## src/rtl/edge_cfg_sequencer.sv

```systemverilog
// rtl/edge_cfg_sequencer.sv - frame-synchronous shadow-register replay into the edge-detect filter
module edge_cfg_sequencer #(
  parameter int NREG  = 4,
  parameter int CNT_W = 16
) (
  input  logic        clk,
  input  logic        reset_n,
  input  logic        h_chipselect,
  input  logic        h_read,
  input  logic        h_write,
  input  logic [2:0]  h_address,
  input  logic [31:0] h_writedata,
  output logic [31:0] h_readdata,
  input  logic        vid_valid,
  input  logic        vid_ready,
  input  logic        vid_sop,
  input  logic        vid_eop,
  output logic        vid_hold,
  output logic        m_chipselect,
  output logic        m_write,
  output logic [2:0]  m_address,
  output logic [31:0] m_writedata,
  output logic        mode
);
  localparam int IW = (NREG > 1) ? $clog2(NREG) : 1;

  typedef enum logic [1:0] {GAP = 2'd0, FRAME = 2'd1, WRITE = 2'd2} state_t;

  state_t           state, state_nx;
  logic [31:0]      shadow [NREG];
  logic [31:0]      snap   [NREG];
  logic [IW-1:0]    idx;
  logic             pending, err, mode_sh, snap_mode;
  logic [CNT_W-1:0] count;
  logic             beat, host_wr, host_rd, ctrl_wr, in_write;
  logic             start, finish, cnt_inc, err_set;
  logic [31:0]      status_w;

  assign host_wr  = h_chipselect & h_write;
  assign host_rd  = h_chipselect & h_read;
  assign ctrl_wr  = host_wr & (h_address == 3'd0);
  assign in_write = (state == WRITE);
  assign vid_hold = in_write | ((state == GAP) & pending);
  assign beat     = vid_valid & vid_ready & ~vid_hold;

  // Master port is idle (all zero) whenever no replay is running.
  assign m_chipselect = in_write;
  assign m_write      = in_write;
  assign m_address    = in_write ? 3'(idx) : 3'd0;
  assign m_writedata  = in_write ? snap[idx] : 32'd0;

  always_comb begin
    status_w             = '0;
    status_w[16 +: CNT_W] = count;
    status_w[2]          = err;
    status_w[1]          = in_write;
    status_w[0]          = pending;
  end

  always_ff @(posedge clk or negedge reset_n) begin
    if (!reset_n) state <= GAP;
    else          state <= state_nx;
  end

  always_comb begin
    state_nx = state;
    start    = 1'b0;
    finish   = 1'b0;
    cnt_inc  = 1'b0;
    err_set  = 1'b0;
    case (state)
      GAP: begin
        if (pending) begin
          state_nx = WRITE;
          start    = 1'b1;
        end else if (beat & vid_sop & ~vid_eop) begin
          state_nx = FRAME;
        end else if (beat & vid_sop & vid_eop) begin
          cnt_inc = 1'b1;
        end else if (beat & vid_eop) begin
          err_set = 1'b1;
        end
      end
      FRAME: begin
        if (beat & vid_eop) begin
          state_nx = GAP;
          cnt_inc  = 1'b1;
        end else if (beat & vid_sop) begin
          err_set = 1'b1;
        end
      end
      WRITE: begin
        if (idx == IW'(NREG - 1)) begin
          state_nx = GAP;
          finish   = 1'b1;
        end
      end
      default: state_nx = GAP;
    endcase
  end

  always_ff @(posedge clk or negedge reset_n) begin
    if (!reset_n) begin
      pending    <= 1'b0;
      err        <= 1'b0;
      mode_sh    <= 1'b0;
      snap_mode  <= 1'b0;
      mode       <= 1'b0;
      count      <= '0;
      idx        <= '0;
      h_readdata <= 32'd0;
      for (int i = 0; i < NREG; i++) begin
        shadow[i] <= 32'd0;
        snap[i]   <= 32'd0;
      end
    end else begin
      // A commit landing on the final replay cycle must survive the clear.
      if (ctrl_wr && h_writedata[0]) pending <= 1'b1;
      else if (finish)               pending <= 1'b0;

      if (ctrl_wr) mode_sh <= h_writedata[1];

      if (err_set)                    err <= 1'b1;
      else if (ctrl_wr && h_writedata[2]) err <= 1'b0;

      if (cnt_inc) count <= count + 1'b1;

      if (start || finish) idx <= '0;
      else if (in_write)   idx <= idx + IW'(1);

      if (start) begin
        snap_mode <= mode_sh;
        for (int i = 0; i < NREG; i++) snap[i] <= shadow[i];
      end

      if (finish) mode <= snap_mode;

      for (int i = 0; i < NREG; i++)
        if (host_wr && (h_address == 3'(i + 2))) shadow[i] <= h_writedata;

      if (host_rd) begin
        if (h_address == 3'd0)      h_readdata <= {30'd0, mode_sh, pending};
        else if (h_address == 3'd1) h_readdata <= status_w;
        else                        h_readdata <= 32'd0;
      end
    end
  end
endmodule

```

## config.mk

```make
export PLATFORM = sky130hd
export DESIGN_NAME = edge_cfg_sequencer
export DESIGN_NICKNAME = d
export VERILOG_FILES = /design/src/rtl/edge_cfg_sequencer.sv
export SDC_FILE = /design/constraint.sdc
export NUM_CORES = 1
export LEC_CHECK = 0
export ABC_AREA = 1
export CORE_MARGIN = 3
export CORE_UTILIZATION = 50
export DETAILED_ROUTE_END_ITERATION = 6
export DONT_BUFFER_PORTS = 1
export MAX_ROUTING_LAYER = met4
export PLACE_DENSITY = 0.69
export SYNTH_ARGS = -nofsm -noshare
export SYNTH_HDL_FRONTEND = slang
export SYNTH_SLANG_ARGS = --single-unit
```

## constraint.sdc

```tcl
create_clock -name clk -period 2 [get_ports clk]
set_input_delay 0.4 -clock clk [delete_from_list [all_inputs] [get_ports clk]]
set_output_delay 0.4 -clock clk [all_outputs]
set_load 0.03 [all_outputs]
```

==> metrics.md, run 1 <==
| Metric | Value |
|---|---|
| Status | finished, violations left |
| Failing checks | hold timing, setup timing |
| Core area | between 0.02 and 0.025 mm2 |
| Commonest non-fill, non-tap cell in the layout | nand2_1 |
| R2r endpoint | count[5] |
| CTS tree | built |
| WL/cell | approximately 16 um |
| Power Density | between 1000 and 1500 mW/mm2 |
| Crit end category | output pin |
| Antenna diodes | 0 |
| Endpoints failing setup | 33 |
| DRC | 0 |
| Total Routing Usage GR | 0.224 |
| Max incr delay on CP | 0.45 ns |
| Vias in the first global route | 9574 |
| Synth warn | 0 |
| Row count | 57 |
| Largest net degree at the start of global routing | between 300 and 400 |
| Fraction of final layout cells sized beyond drive strength 1 | 0.119 |
| Initial Util | 0.518 |
| H-tree depth | 1 |
| CTS buffer count | 31 |
| Clock sink total | 300 |
| Main synth FF type | dfrtp_1 |
| Total gr overflow | 0 |
| Mapped cell area | 0.0128 mm2 |
| Vias per cell | about 5.2 |
| Synth-to-Final Area Change | 16.6% |
| Post-Route WL | a little over 30000 um |
| Cell Area, Placed | around 0.013 mm2 |
| WS Path Type | reg2out |
| IR Drop Worst-Case VDD | roughly 0.90 mV |
| Worst Hold Slack | -0.456 ns |
| Required time of the critical path | around 1.6 ns |
| First-pass GRT wire length | about 50000 um |
| Port buffer count | 0 |
| R2R Setup Slk | 0.25 ns |
| Setup WS post-layout | -0.279 ns |
| Most frequent cells in the layout | nand2_1 (612), dfrtp_1 (299), nor2_1 (138), o21ai_0 (122), o21ai_1 (87) |
| Max Cap Violations | 0 |
| Synth cell types | 36 |
| Hold buffers post-CTS | 2 |
| Die X | 166 um |
| Drt pass-1 iters | 5 |
| EDFF count, synth | 0 |
| Crit path top cell by count | nor2_1 |
| WP data arrival | between 1.5 and 2 ns |
| Synthesis-stage register bit count | 300 |
| Cells along the critical path | buf_4, clkbuf_16, nor2_1, nor2_1, o21ai_1, a21oi_2, buf_6 |
| Slowest CP cell | dfrtp_2 |
| FF-to-FF path depth | 6 |
| Sequential share of the synthesized area | 0.586 |
| CTS root buf | clkbuf_16 |
| Avg Cell Area, Syn | 8.37 um2 |
| Worst-Margin Slew | around 0.6 ns |
| Net count, final | 1598 |
| Clk slew on worst S/H paths | about 0.06 ns |
| Beginning of the worst register-to-register path | state[1] |
| Leak Pwr | ~0.0075 uW |
| GPL Wtd Cong | about 0.85 |
| Die extent in y | around 170 um |
| IO Pins | between 100 and 150 |
| Mapped Cells | 1531 |
| Setup Skew | between 0.009 and 0.01 ns |
| Crit share post-route | 1.14 |
| Peak Freq | 0.439 GHz |
| Final Max Tran Viols | 0 |
| Slew margin rel. | 0.600 |
| HP Class | in2async |
| FFs w/ async S/R, synth | 1.00 |
| Post-route cell area | approximately 0.015 mm2 |
| Drt first-iter violations | between 800 and 900 |
| Power after layout | ~22000 uW |
| Final hold vios | 300 |
| Hpwl dp | around 17000 um |
| Antenna violations before repair | 0 |
| Die area | roughly 0.028 mm2 |
| CP Launch Type | flip-flop |
| RSZ-0062 raised after global routing | yes |
| Critical path fanouts, max | 10 |
| Final min period | 2.28 ns |
| Routed vias | 9895 |
| Clk Latency, worst-skew pair | approximately 0.55 ns |
| Final ANT Viol Nets | 0 |
| Clock tree buffer depth | 3 |
[worst max-delay path: cells and delay by family (launching register included)]
kind	cells	cell delay, ns
compound gates	2	0.28
buf+inv	3	0.46
flops	1	0.45
simple gates	2	0.13
[logic make-up (layout without fill, tap and decap cells)]
kind of cell    count (synthesis)  count (layout)  share of synthesized area
other cells                     1              14                   0.000293
simple gates                  790             790                      0.238
buf+inv                       159             189                     0.0579
compound gates                270             270                      0.109
xor+xnor                        8               8                    0.00547
fa+ha+maj                       2               2                    0.00195
mux                             1               1                   0.000879
flops                         300             300                      0.586
[worst max path at each step]
stage,cells past startpoint,slack [ns],from,end
after floorplan,5,0.13,idx[0],m_writedata[22]
after global placement,6,0.26,idx[1],m_writedata[18]
after detailed placement,6,0.25,idx[1],m_writedata[17]
after CTS,6,-0.32,idx[0],m_writedata[13]
after global routing,6,-0.40,idx[0],m_writedata[8]
final,7,-0.28,idx[0],m_writedata[22]
[repair_timing]
action	CTS	global route
resized for setup	56	74
setup endpoints to repair	36	37
pin swaps	10	14
gates cloned	3	2
buffers inserted	4	4
endpoints found under the hold margin	301	300
[flip-flops by register name, summed over array words and instances, names as in the netlist]
register and count:
shadow 128, mode 1, pending 1, snap 128, mode_sh 1, err 1
snap_mode 1, state 2, h_readdata 19, count 16, idx 2
[report_power, final]
group          leakage [uW]  internal [uW]  switching (uW)
Sequential          0.00388           7710            1040
Combinational       0.00313           2900            4670
Clock              0.000505           3360            2280
[per-stage QoR]
step                      setup slack [ns]  hold slack [ns]  utilization  setup TNS [ns]  std cells
final                               -0.279           -0.456        0.604           -7.61       1898
after global routing                -0.399           -0.473        0.604          -11.05       1898
after CTS                           -0.319           -0.470        0.593           -8.45       1892
after detailed placement             0.255            0.113        0.540               0       1828
after global placement               0.263            0.114        0.540               0       1828
after floorplan                      0.126            0.104            -               0       1544
[layout make-up]
| type | instances | area (um2) |
|---|---|---|
| Fill cell | 2143 | 9810 |
| Tap cell | 324 | 405 |
| Clock buffer | 47 | 946 |
| Clock inverter | 8 | 71.3 |
| Multi-Input combinational cell | 1085 | 4810 |
| Inverter | 61 | 241 |
| Timing Repair Buffer | 73 | 952 |
| Sequential cell | 300 | 7510 |
[per-layer routing]
| layer | wire [um] | global-route usage | up-vias | part of all wire |
|---|---|---|---|---|
| li1 | - | - | 4851 | - |
| met1 | 14200 | 0.315 | 4754 | 0.47 |
| met2 | 14100 | 0.355 | 242 | 0.46 |
| met3 | 1480 | 0.0295 | 48 | 0.049 |
| met4 | 607 | 0.0467 | 0 | 0.020 |
| met5 | 0 | - | - | 0 |
[Yosys cell counts (2+ instances only)]
| master | n | area [um2] |
|---|---|---|
| nand2_1 | 613 | 2300 |
| dfrtp_1 | 300 | 7510 |
| o21ai_0 | 162 | 811 |
| nor2_1 | 149 | 559 |
| buf_2 | 59 | 295 |
| o21ai_1 | 59 | 295 |
| inv_1 | 53 | 199 |
| a21oi_1 | 32 | 160 |
| clkbuf_1 | 20 | 75.1 |
| buf_4 | 17 | 128 |
| nand3_1 | 11 | 55.1 |
| o31ai_1 | 9 | 67.6 |
| inv_2 | 6 | 22.5 |
| xor2_1 | 5 | 43.8 |
| nand2_2 | 4 | 25.0 |
| nand4_1 | 4 | 25.0 |
| nor2_2 | 3 | 18.8 |
| xnor2_1 | 3 | 26.3 |
| clkinv_1 | 2 | 7.51 |
| ha_1 | 2 | 25.0 |
| nand3_2 | 2 | 20.0 |
| nor2_4 | 2 | 22.5 |
Note: power is estimated with default switching activity, not from simulation.
==> run 2: changes to the inputs <==
- SKIP_LAST_GASP: default -> 1
==> metrics.md, run 2 (synthesis gave the netlist of run 1 again) <==
| Metric | Value |
|---|---|
| Status | finished, violations left (unchanged) |
| Failing checks | hold timing, setup timing (unchanged) |
| Clk Latency, worst-skew pair | 0.55 ns (about the same) |
| Power Density | 1490 mW/mm2 (was 1470 mW/mm2) |
| Net count, final | 1606 (was 1598) |
| Leak Pwr | 0.00761 uW (was 0.00752 uW) |
| Clock sink total | 300 (unchanged) |
| Fin util | 0.610 (was 0.604) |
| RSZ-0062 raised after global routing | yes (unchanged) |
| Slowest CP cell | dfrtp_2 (unchanged) |
| R2r endpoint | count[5] (unchanged) |
| Final min period | 2.35 ns (was 2.28 ns) |
| Crit end category | output pin (unchanged) |
| Die extent in y | 166 um (unchanged) |
| Total Routing Usage GR | 0.223 (was 0.224) |
| Antenna violations before repair | 0 (unchanged) |
| DRC | 0 (unchanged) |
| Setup WS post-layout | -0.348 ns (was -0.279 ns) |
| HP Class | in2async (unchanged) |
| H-tree depth | 1 (unchanged) |
| Post-Route WL | 31600 um (was 30400 um) |
| WS Path Type | reg2out (unchanged) |
| WP buf/inv | 5 (was 3) |
| Peak Freq | 0.426 GHz (was 0.439 GHz) |
| WP data arrival | 1.95 ns (was 1.88 ns) |
| GPL Wtd Cong | 0.849 (unchanged) |
| Critical path fanouts, max | 8 (was 10) |
| Slew margin rel. | 0.585 (was 0.600) |
| Drt first-iter violations | 960 (was 824) |
| Routed vias | 10043 (was 9895) |
| Die X | 166 um (unchanged) |
| Clock tree buffer depth | 3 (unchanged) |
| IO Pins | 115 (unchanged) |
| Pre-CTS setup slack | 0.255 ns (unchanged) |
| Core area | 0.0247 mm2 (unchanged) |
| Top flop regs | shadow: 128 flops, snap: 128 flops, h_readdata: 19 flops (unchanged) |
| Required time of the critical path | 1.60 ns (about the same) |
| Largest net degree at the start of global routing | 301 (unchanged) |
| Final hold vios | 300 (unchanged) |
| Commonest non-fill, non-tap cell in the layout | nand2_1 (unchanged) |
| Fill cells | 2116 (was 2143) |
| Setup Skew | 0.0117 ns (was 0.0100 ns) |
| Fraction of final layout cells sized beyond drive strength 1 | 0.124 (was 0.119) |
| Top delay family on crit path | buffers and inverters (unchanged) |
| Row count | 57 (unchanged) |
| Cells along the critical path | buf_6, clkinv_8, buf_12, buf_16, o21ai_2, a21oi_2, buf_4 (was buf_4, clkbuf_16, nor2_1, nor2_1, o21ai_1, a21oi_2, buf_6) |
| Total gr overflow | 0 (unchanged) |
| Max Cap Violations | 0 (unchanged) |
| Crit share post-route | 1.17 (was 1.14) |
| Worst-Margin Slew | 0.622 ns (was 0.600 ns) |
| Synth-to-Final Area Change | 17.8% (was 16.6%) |
| Final ANT Viol Nets | 0 (unchanged) |
| Die area | 0.0276 mm2 (unchanged) |
| First-pass GRT wire length | 50100 um (was 50300 um) |
| CTS tree | built (unchanged) |
| Antenna diodes | 0 (unchanged) |
| Initial Util | 0.518 (unchanged) |
| Port buffer count | 0 (unchanged) |
| Hpwl dp | 16900 um (unchanged) |
| Total negative setup slack | -9.40 ns (was -7.61 ns) |
| Final Max Tran Viols | 0 (unchanged) |
| IR Drop Worst-Case VDD | 0.900 mV (was 0.903 mV) |
| Drt pass-1 iters | 6 (was 5) |
| Most frequent cells in the layout | nand2_1 (612), dfrtp_1 (299), nor2_1 (136), o21ai_0 (123), o21ai_1 (86) (was nand2_1 (612), dfrtp_1 (299), nor2_1 (138), o21ai_0 (122), o21ai_1 (87)) |
| Vias per cell | 5.27 (was 5.21) |
| Clk slew on worst S/H paths | 0.06 ns (about the same) |
| WL/cell | 16.6 um (was 16.0 um) |
| FF-to-FF path depth | 6 (unchanged) |
| Max incr delay on CP | 0.46 ns (was 0.45 ns) |
| Endpoints failing setup | 33 (unchanged) |
| CTS root buf | clkbuf_16 (unchanged) |
| Beginning of the worst register-to-register path | state[1] (unchanged) |
| R2R Setup Slk | 0.26 ns (was 0.25 ns) |
| Vias in the first global route | 9541 (was 9574) |
| Hold buffers post-CTS | 2 (unchanged) |
| CTS buffer count | 31 (unchanged) |
| Worst Hold Slack | -0.456 ns (about the same) |
| CP Launch Type | flip-flop (unchanged) |
-- run 2: cell count changes in the layout (fill, tap and decap cells not counted), moves of 2 or more --
cell | before | now
buf_6 | 21 | 19
o21ai_2 | 8 | 10
buf_4 | 27 | 31
o21ai_4 | 5 | 3
clkbuf_16 | 33 | 38
nor2_4 | 5 | 7
nor2_1 | 138 | 136
-- run 2: power by group --
group          switching, uW  internal, uW
Clock                   2290          3360
Combinational           4840          3180
Sequential              1050          7710
Total                   8180         14200
-- run 2: what timing repair did --
action / 4_1_cts / 5_1_grt
setup buffers: 4 / 6
endpoints found under the hold margin: 301 / 300
pin swaps: 10 / 36
endpoints found under the setup margin: 36 / 37
gates resized for setup: 30 / 101
gates cloned: 3 / 8
-- run 2: routing by layer --
layer	up-vias	part of all wire	track usage
met3	38	0.055	0.0295
met5	-	0	-
met4	0	0.017	0.0463
li1	4856	-	-
met1	4878	0.45	0.315
met2	271	0.48	0.353
-- run 2: per-stage QoR --
stage                     area [um2]  std cells  power [uW]
after global placement         13400       1828       14900
after global routing           15100       1906       23900
after CTS                      14600       1892       21400
final                          15100       1906       22400
after detailed placement       13400       1828       15100
after floorplan                12900       1544       13100
-- run 2: worst max path at each step --
| stage | end | start | slack (ns) | cells past startpoint |
|---|---|---|---|---|
| detailed placement | m_writedata[17] | idx[1] | 0.25 | 6 |
| global route | m_writedata[27] | idx[0] | -0.43 | 7 |
| finish | m_writedata[0] | idx[0] | -0.35 | 7 |
| floorplan | m_writedata[22] | idx[0] | 0.13 | 5 |
| CTS | m_writedata[17] | idx[0] | -0.32 | 5 |
| global placement | m_writedata[18] | idx[1] | 0.26 | 6 |
-- run 2: area by class of cell --
| type | count | area, um2 | share of cell area |
|---|---|---|---|
| flip-flops and latches | 300 | 7510 | 0.497 |
| clock inverters | 8 | 71.3 | 0.00472 |
| repair buffers | 81 | 1100 | 0.0732 |
| multi-input cells | 1085 | 4810 | 0.319 |
| clock buffers | 47 | 946 | 0.0627 |
| well taps | 324 | 405 | 0.0269 |
| inverters | 61 | 249 | 0.0165 |
-- run 2: worst reg2reg max path: stages (launching register included) --
cell and delay [ns]:
dfrtp_1 0.41, buf_4 0.16, o21ai_2 0.23, nand3_4 0.25, nor2_4 0.42, nand2_1 0.11
nand2_1 0.09
